--- src/rtl/div_pkg.sv ---
// div_pkg
//   Shared definitions for the sequential divider: operand width, iteration
//   count, divide-by-zero quotient and the FSM state encoding.
package div_pkg;

   localparam int          DIV_WIDTH    = 32;
   localparam int          DIV_ITERS    = 32;
   localparam logic [31:0] DIV_ZERO_QUO = 32'hFFFF_FFFF;

   typedef enum logic [1:0] {
      S_IDLE = 2'd0,
      S_RUN  = 2'd1,
      S_DONE = 2'd2
   } state_t;

endpackage

--- src/rtl/sub32.sv ---
// sub32
//   Combinational 32-bit ripple-borrow subtractor: diff = a - b - b_in.
//   Ports:
//     a, b   : 32-bit minuend / subtrahend
//     b_in   : borrow into bit 0
//     diff   : 32-bit difference
//     b_out  : borrow out of bit 31 (set when a < b + b_in)
module sub32 (
   input  logic [31:0] a,
   input  logic [31:0] b,
   input  logic        b_in,
   output logic [31:0] diff,
   output logic        b_out
);

   logic [32:0] bw;

   assign bw[0] = b_in;

   for (genvar i = 0; i < 32; i++) begin : g_bit
      assign diff[i]  = a[i] ^ b[i] ^ bw[i];
      // Borrow when a<b at this bit, or bits equal and a borrow ripples in.
      assign bw[i+1]  = (~a[i] & b[i]) | (~(a[i] ^ b[i]) & bw[i]);
   end

   assign b_out = bw[32];

endmodule

--- src/rtl/seq_divider32.sv ---
// seq_divider32
//   Multi-cycle unsigned restoring divider, one trial subtraction per clock.
//   A start accepted in IDLE or DONE latches the operands; 32 RUN cycles
//   later quotient/remainder are loaded and done pulses for one cycle.
//   A zero divisor skips RUN and reports quotient=all-ones, remainder=dividend.
//   Ports:
//     clk, rst              : clock, asynchronous active-high reset
//     start                 : request, honoured only in IDLE or DONE
//     dividend, divisor     : unsigned operands, sampled on an accepted start
//     busy                  : high while iterating (RUN)
//     done                  : one-cycle strobe in DONE
//     quotient, remainder   : results, held until the next accepted start
//     div_by_zero           : set with done when divisor was zero
module seq_divider32
   import div_pkg::*;
#(
   parameter int WIDTH = DIV_WIDTH
) (
   input  logic             clk,
   input  logic             rst,
   input  logic             start,
   input  logic [WIDTH-1:0] dividend,
   input  logic [WIDTH-1:0] divisor,
   output logic             busy,
   output logic             done,
   output logic [WIDTH-1:0] quotient,
   output logic [WIDTH-1:0] remainder,
   output logic             div_by_zero
);

   localparam logic [5:0] LAST_CNT = 6'(DIV_ITERS - 1);

   state_t      state;
   logic [5:0]  cnt;

   logic [32:0] rem;
   logic [31:0] quo;
   logic [31:0] dvs;

   logic [32:0] sr;
   logic [31:0] diff;
   logic        b_out;
   logic        ok;
   logic [32:0] rem_nxt;
   logic [31:0] quo_nxt;
   logic        accept;

   // rem never exceeds dvs after a restore step, so its top bit is only
   // carried for the shifted form and is not read back directly.
   logic        unused_rem_msb;
   assign unused_rem_msb = rem[32];

   assign accept = start && ((state == S_IDLE) || (state == S_DONE));

   assign sr = {rem[31:0], quo[31]};

   sub32 u_sub (
      .a     (sr[31:0]),
      .b     (dvs),
      .b_in  (1'b0),
      .diff  (diff),
      .b_out (b_out)
   );

   // A set sr[32] means the shifted remainder already exceeds any 32-bit
   // divisor, so the subtraction is valid even though the 32-bit chain borrows.
   assign ok      = sr[32] | ~b_out;
   assign rem_nxt = ok ? {1'b0, diff} : sr;
   assign quo_nxt = {quo[30:0], ok};

   // Working datapath registers: no reset needed, always loaded on accept.
   always_ff @(posedge clk) begin
      if (accept) begin
         dvs <= divisor;
         quo <= dividend;
         rem <= '0;
      end else if (state == S_RUN) begin
         rem <= rem_nxt;
         quo <= quo_nxt;
      end
   end

   // Control FSM with registered outputs.
   always_ff @(posedge clk or posedge rst) begin
      if (rst) begin
         state       <= S_IDLE;
         cnt         <= '0;
         busy        <= 1'b0;
         done        <= 1'b0;
         quotient    <= '0;
         remainder   <= '0;
         div_by_zero <= 1'b0;
      end else begin
         case (state)
            S_IDLE, S_DONE: begin
               done <= 1'b0;
               if (start) begin
                  cnt <= '0;
                  if (divisor == '0) begin
                     state       <= S_DONE;
                     busy        <= 1'b0;
                     done        <= 1'b1;
                     quotient    <= DIV_ZERO_QUO;
                     remainder   <= dividend;
                     div_by_zero <= 1'b1;
                  end else begin
                     state <= S_RUN;
                     busy  <= 1'b1;
                  end
               end else begin
                  state <= S_IDLE;
               end
            end
            S_RUN: begin
               cnt <= cnt + 6'd1;
               // Final iteration: publish the result of this very step.
               if (cnt == LAST_CNT) begin
                  state       <= S_DONE;
                  busy        <= 1'b0;
                  done        <= 1'b1;
                  quotient    <= quo_nxt;
                  remainder   <= rem_nxt[31:0];
                  div_by_zero <= 1'b0;
               end
            end
            default: begin
               state <= S_IDLE;
               busy  <= 1'b0;
               done  <= 1'b0;
            end
         endcase
      end
   end

endmodule

--- config.mk ---
export PLATFORM = sky130hd
export DESIGN_NAME = seq_divider32
export DESIGN_NICKNAME = d
export VERILOG_FILES = /design/src/rtl/div_pkg.sv /design/src/rtl/sub32.sv /design/src/rtl/seq_divider32.sv
export SDC_FILE = /design/constraint.sdc
export NUM_CORES = 1
export LEC_CHECK = 0
export CAP_MARGIN = 20
export CELL_PAD_IN_SITES_DETAIL_PLACEMENT = 1
export CELL_PAD_IN_SITES_GLOBAL_PLACEMENT = 1
export CORE_AREA = 2 2 173 175
export DETAILED_ROUTE_END_ITERATION = 7
export DIE_AREA = 0 0 175 177
export GPL_ROUTABILITY_DRIVEN = 1
export GPL_TIMING_DRIVEN = 0
export MAX_ROUTING_LAYER = met4
export PLACE_DENSITY = 0.51
export SYNTH_ARGS = -nofsm -noshare
export SYNTH_HDL_FRONTEND = slang
export SYNTH_HIERARCHICAL = 1
export SYNTH_SLANG_ARGS = --single-unit
--- constraint.sdc ---
create_clock -name clk -period 19.4 [get_ports clk]
set_input_delay 3.88 -clock clk [delete_from_list [all_inputs] [get_ports clk]]
set_output_delay 3.88 -clock clk [all_outputs]
set_load 0.01 [all_outputs]
==> results of run 1 <==
-- routing by layer --
| layer | GRT usage (%) | share of wire (%) | up-vias |
|---|---|---|---|
| met5 | - | 0 | - |
| met1 | 20.53 | 47 | 2652 |
| met3 | 1.912 | 2.6 | 21 |
| met4 | 5.035 | 1.8 | 0 |
| li1 | - | - | 2576 |
| met2 | 24.92 | 48 | 94 |
-- area by class of cell --
type,instances,area (um2)
plain buffers,36,206.4
multi-input cells,377,2759
clock inverters,14,147.6
fillers,3206,19050
repair buffers,136,1399
inverters,94,355.3
flip-flops and latches,170,4414
clock buffers,18,429.2
well taps,390,488.0
-- registers in the layout, indices dropped and copies added, names as in the netlist --
signal       count
dvs             32
cnt              6
busy             1
quotient        32
state            2
div_by_zero      1
remainder       32
quo             32
rem             32
-- cells in the final DEF, fill, tap and decap left out, types with 2 or more instances in the layout --
master,count
clkinv_4,2
nand2b_1,3
clkinvlp_4,2
nor2b_1,3
fa_1,32
buf_1,3
buf_6,4
o21ai_0,18
nor2_1,36
o31ai_1,10
buf_12,4
dfrtp_1,74
clkbuf_1,21
bufinv_16,2
clkdlybuf4s50_1,133
mux2i_1,54
nor4_1,8
clkbuf_16,17
inv_6,4
dfxtp_1,32
nand4_1,3
nand2_1,98
a21oi_1,34
edfxtp_1,64
a21o_1,31
a22o_1,2
inv_1,92
o22a_1,32
nand3_1,2
clkinv_2,4
buf_2,6
-- worst min path at each step --
stage,end,cells after the start,startpoint
after detailed placement,rem[31]$_SDFFE_PP0N_,2,rem[31]$_SDFFE_PP0N_
after floorplan,rem[31]$_SDFFE_PP0N_,2,rem[31]$_SDFFE_PP0N_
after CTS,rem[31]$_SDFFE_PP0N_,2,rem[31]$_SDFFE_PP0N_
final,rem[31]$_SDFFE_PP0N_,2,rem[31]$_SDFFE_PP0N_
after global placement,rem[31]$_SDFFE_PP0N_,2,rem[31]$_SDFFE_PP0N_
after global routing,rem[31]$_SDFFE_PP0N_,2,rem[31]$_SDFFE_PP0N_
-- cell families (layout without fill, tap and decap cells) --
logic type | Yosys count | in the layout | synth area share, %
DFF | 170 | 170 | 57.10
other | 1 | 1 | 0.04850
xor gates and xnor gates | 1 | 1 | 0.1133
muxes | 55 | 55 | 7.137
AOI/OAI and AO/OA | 131 | 131 | 11.62
and+or+nand+nor | 156 | 156 | 8.319
buffers and inverters | 130 | 298 | 7.218
adders and majority gates | 33 | 33 | 8.448
-- worst min-delay path: cells and delay by family, from the launching register on --
| family | cells | cell delay (ns) |
|---|---|---|
| flops | 1 | 0.32 |
| buf+inv | 1 | 0.05 |
| compound gates | 1 | 0.05 |
-- through the flow --
| stage | cell area (um2) | hold slack, ns | total power, W | cells | worst slack, ns |
|---|---|---|---|---|---|
| 2_1_floorplan | 7731 | 0.4292 | 0.001097 | 677 | 6.071 |
| 3_3_place_gp | 9550 | 0.4416 | 0.001380 | 1200 | 5.082 |
| 3_5_place_dp | 9622 | 0.4470 | 0.001423 | 1203 | 4.898 |
| 4_1_cts | 10200 | 0.4591 | 0.001771 | 1235 | 4.840 |
| 5_1_grt | 10200 | 0.4824 | 0.001885 | 1235 | 4.362 |
| 6_report | 10200 | 0.4674 | 0.001739 | 1235 | 4.900 |
-- where the power goes --
| group | switching (W) | internal [W] | total [W] | leakage (nW) |
|---|---|---|---|---|
| Sequential | 0.0000920 | 0.000534 | 0.000626 | 1.70 |
| Clock | 0.000150 | 0.000191 | 0.000341 | 0.281 |
| Combinational | 0.000428 | 0.000344 | 0.000772 | 2.32 |
==> results.yml, run 1 <==
run_status:
  outcome: "finished, final reports clean"
critical_path:
  cp_slowest_cell: "fa_1"
  cp_common_cell: "fa_1"
  worstPathMaxFanout: 10
  worst-path-stages: 43
  critPathKind: "register to register"
  worst_setup_path_end_kind: "register"
  cp_slowest_stage_delay_ns: 0.43
  crit_arrival_ns: 14.84
  endpoint: "remainder[6]$_DFFE_PP0P_"
  worstReg2RegStart: "dvs[0]$_DFFE_PP_"
  r2r-end: "remainder[6]$_DFFE_PP0P_"
  r2r_cells: 43
  crit_family: "adder cells"
  startpoint_type: "register"
  rrSetupSlack_ns: 4.90
  crit_path_start: "dvs[0]$_DFFE_PP_"
  path_buf_inv: 6
  worstPathRequired_ns: 19.74
floorplanning:
  floorplan.initialDensity_pct: 26.44
  die_y_um: 177
  die_area_um2: 30980
  num_rows: 63
  die_w_um: 175
  design.core.area_um2: 29240
  io_pins: 134
global_routing:
  grt-ovfl-total: 0
  grt_pass1_wl_um: 35360
  antenna_found_initial: 0
  grt_use_total_pct: 15.53
  grt_pass1_vias: 5958
  grt_max_degree: 39
sta:
  fin_crit_sh_pct: 74.74
  setup_violations: 0
  worst_clock_skew_ns: 0.01028
  slew_headroom_pct: 41.36
  setup_tns_ns: 0
  fin_crit_ns: 14.50
  worst_slew_pin_slew_ns: 0.8796
  max_freq_mhz: 68.97
  hold_viol_final: 0
  slew_violations: 0
  rsz0062_at_grt: "false"
clock_tree:
  worst_skew_pair.late_latency_ns: 0.43
  cts-resized-gates: 0
  clock_path_buffers: 2
  clock_sinks: 170
  tritoncts: "done"
  cts_setup_buffers: 0
  cts_root_buf: "clkbuf_16"
  cts_hold_buffers: 0
  cts_buffers: 17
  path_clk_slew_ns: 0.07
  htree_num_levels: 4
layout:
  drive_gt1_share_pct: 5.917
  nets: 932
  finish.utilization_pct: 34.87
  diodes: 0
  area_delta_synth_final_pct: 31.91
place:
  portBuffers: 133
  place.gp.congestion: 0.7879
  dp_hpwl_um: 17840
flow_run:
  maxCapViolCount: 0
synthesis:
  synth_edf_count: 64
  synth_top_area_cell: "edfxtp_1"
  synthTopCellsByCount: "nand2_1 (98), inv_1 (93), dfrtp_1 (74), edfxtp_1 (64), mux2i_1 (54)"
  yosys_register_bits: 170
  synth_warnings: 6
  seq_area_frac_synth_pct: 57.10
  avgSynthCellArea_um2: 11.42
  synth_cells: 677
  netlist.area_leader.share_pct: 24.86
  yosys_most_used_dff: "dfrtp_1"
  synthDistinctLibCells: 36
  netlist_top_cells_area: "edfxtp_1 (25%), dfrtp_1 (24%), dfxtp_1 (8.3%)"
  synth.most_common_cell: "nand2_1"
  synth.net_count: 777
  syn_area_um2: 7731
  synthArstFlopShare_pct: 43.53
routing:
  wl_per_cell_um: 18.17
  drc: 0
  vias_per_cell: 4.326
  antenna_left: 0
  routed_wl_um: 22440
  dr.pass1.iters: 4
  drt_iter0_markers: 264
  vias: 5343
min_path:
  worstHoldPathType: "register to register"
power_and_ir_drop:
  cellLeakagePower_nw: 4.296
  p_per_area_nw_per_um2: 170.6
  peakVddDrop_uv: 60.16
Note: power is estimated with default switching activity, not from simulation.
==> run 2, diff against run 1 <==
--- a/config.mk
+++ b/config.mk
@@ -14,7 +14,7 @@
 export GPL_ROUTABILITY_DRIVEN = 1
 export GPL_TIMING_DRIVEN = 0
 export MAX_ROUTING_LAYER = met4
-export PLACE_DENSITY = 0.51
+export PLACE_DENSITY = 0.53
 export SYNTH_ARGS = -nofsm -noshare
 export SYNTH_HDL_FRONTEND = slang
 export SYNTH_HIERARCHICAL = 1
==> constraint.sdc (replaced) <==
create_clock -name clk -period 12.27 [get_ports clk]
set_input_delay 2.454 -clock clk [delete_from_list [all_inputs] [get_ports clk]]
set_output_delay 2.454 -clock clk [all_outputs]
set_load 0.01 [all_outputs]
==> results.yml, run 2 (synthesis results as in run 1) <==
run_status:
  outcome: "finished, violations left"
  failed_checks: "setup timing"
clock_tree:
  path_clk_slew_ns: 0.07
  cts_buffers: 17
  tritoncts: "done"
  htree_num_levels: 4
  cts_root_buf: "clkbuf_16"
  clock_sinks: 170
  clock_path_buffers: 2
  worst_skew_pair.late_latency_ns: 0.43
critical_path:
  worst_setup_path_end_kind: "register"
  cp_slowest_cell: "edfxtp_1"
  cp_common_cell: "fa_2"
  cp_slowest_stage_delay_ns: 0.44
  startpoint_type: "register"
  crit_arrival_ns: 12.92
  rrSetupSlack_ns: -0.30
  worstPathMaxFanout: 9
  critPathKind: "register to register"
  worstPathRequired_ns: 12.62
place:
  portBuffers: 133
  place.gp.congestion: 0.7645
  placed_cell_area_um2: 9702
  dp_hpwl_um: 17130
routing:
  vias: 5374
  wl_met2_um: 10670
  routed_wl_um: 22520
  wl_met3_um: 716
  dr.pass1.iters: 4
  antenna_left: 0
  drt_iter0_markers: 208
  highest_layer: "met4"
  vias_per_cell: 4.313
  wl_per_cell_um: 18.08
  drc: 0
  drt-met1-wl_um: 10900
power_and_ir_drop:
  seqPwrFrac_pct: 33.9
  p_per_area_nw_per_um2: 276.4
  p_int_w: 0.001805
  p_clk_share_pct: 18.6
  p_switching_w: 0.001119
  combPwrFrac_pct: 47.6
  peakVddDrop_uv: 87.14
  sw_frac_of_total_pct: 38.26
  cellLeakagePower_nw: 4.376
flow_run:
  maxCapViolCount: 0
global_routing:
  grt-ovfl-total: 0
  antenna_found_initial: 0
  grt_use_total_pct: 15.35
  grt_pass1_wl_um: 34490
  grt_max_degree: 57
  grt_pass1_vias: 5731
layout:
  area_delta_synth_final_pct: 36.79
  finish.utilization_pct: 36.16
  layout_common_cells: "clkdlybuf4s50_1 (133), nand2_1 (98), inv_1 (88), dfrtp_1 (74), edfxtp_1 (64)"
  drive_gt1_share_pct: 15.30
  nets: 943
  final_common_cell: "clkdlybuf4s50_1"
  final_area_um2: 10580
  diodes: 0
sta:
  fin_crit_ns: 12.57
  worst_slack_ns: -0.2985
  setup_violations: 66
  max_freq_mhz: 79.56
  slew_violations: 0
  worst_clock_skew_ns: 0.01160
  worst_slew_pin_slew_ns: 0.8895
  slew_headroom_pct: 40.70
  rsz0062_at_grt: "true"
  holdWs_ns: 0.4834
  hold_viol_final: 0
  fin_crit_sh_pct: 102.4
floorplanning:
  design.core.area_um2: 29240
  num_rows: 63
  floorplan.initialDensity_pct: 26.44
  die_y_um: 177
  die_area_um2: 30980
  die_w_um: 175
  io_pins: 134
min_path:
  worstHoldPathType: "register to register"
## run 2: final timing paths
check | startpoint | to | cells past startpoint
max | quo[31]$_DFFE_PP_ | remainder[30]$_DFFE_PP0P_ | 42
min | rem[10]$_SDFFE_PP0N_ | rem[10]$_SDFFE_PP0N_ | 1
max reg2reg | quo[31]$_DFFE_PP_ | remainder[30]$_DFFE_PP0P_ | 42
min reg2reg | rem[10]$_SDFFE_PP0N_ | rem[10]$_SDFFE_PP0N_ | 1
max in group asynchronous | rst | remainder[5]$_DFFE_PP0P_ | 3
min in group asynchronous | rst | quotient[20]$_DFFE_PP0P_ | 2
## run 2: timing repair
item                                    in CTS  in global routing
pin swaps                                    6                  6
endpoints found under the setup margin      66                 66
hold buffers                                 0                  0
gates resized for setup                     43                 20
cloned                                       0                  1
buffers inserted                             7                  3
## run 2: critical path: cells and delay by family, from the launching register on
kind            cells  cell delay, ns
simple gates        2            0.38
mux                 2            0.28
flops               1            0.44
fa+ha+maj          32           10.89
buf+inv             5            0.43
compound gates      1            0.07
## run 2: layer usage
layer | vias up | GRT usage (%)
li1 | 2596 | -
met1 | 2675 | 20.60
met2 | 86 | 24.03
met3 | 17 | 2.835
met4 | 0 | 3.889
met5 | - | -
## run 2: power by group through the flow
stage | Clock [W] | Sequential [W] | Combinational [W]
6_report | 0.000543 | 0.000990 | 0.00139
5_1_grt | 0.000576 | 0.00102 | 0.00156
4_1_cts | 0.000557 | 0.000994 | 0.00135
3_5_place_dp | 0 | 0.00100 | 0.00125
3_3_place_gp | 0 | 0.00100 | 0.00121
2_1_floorplan | 0 | 0.000989 | 0.000765
## run 2: metrics by stage
stage	worst slack, ns	total power (W)	TNS [ns]	std cells
after detailed placement	-0.6410	0.002257	-29.49	1203
after floorplan	0.03172	0.001754	0	677
after global routing	-0.6388	0.003163	-35.55	1246
final	-0.2985	0.002923	-13.13	1246
after CTS	-0.3285	0.002897	-14.18	1242
after global placement	-0.6355	0.002215	-29.34	1200
## run 2: final cells by class
cell class	instances	area (um2)
sequential	170	4414
multi-input combinational	377	2965
clock buffer	19	432.9
inverter	94	355.3
buffer	36	259.0
fill	3165	18670
clock inverter	13	142.6
tap	390	488.0
timing repair buffer	147	1518
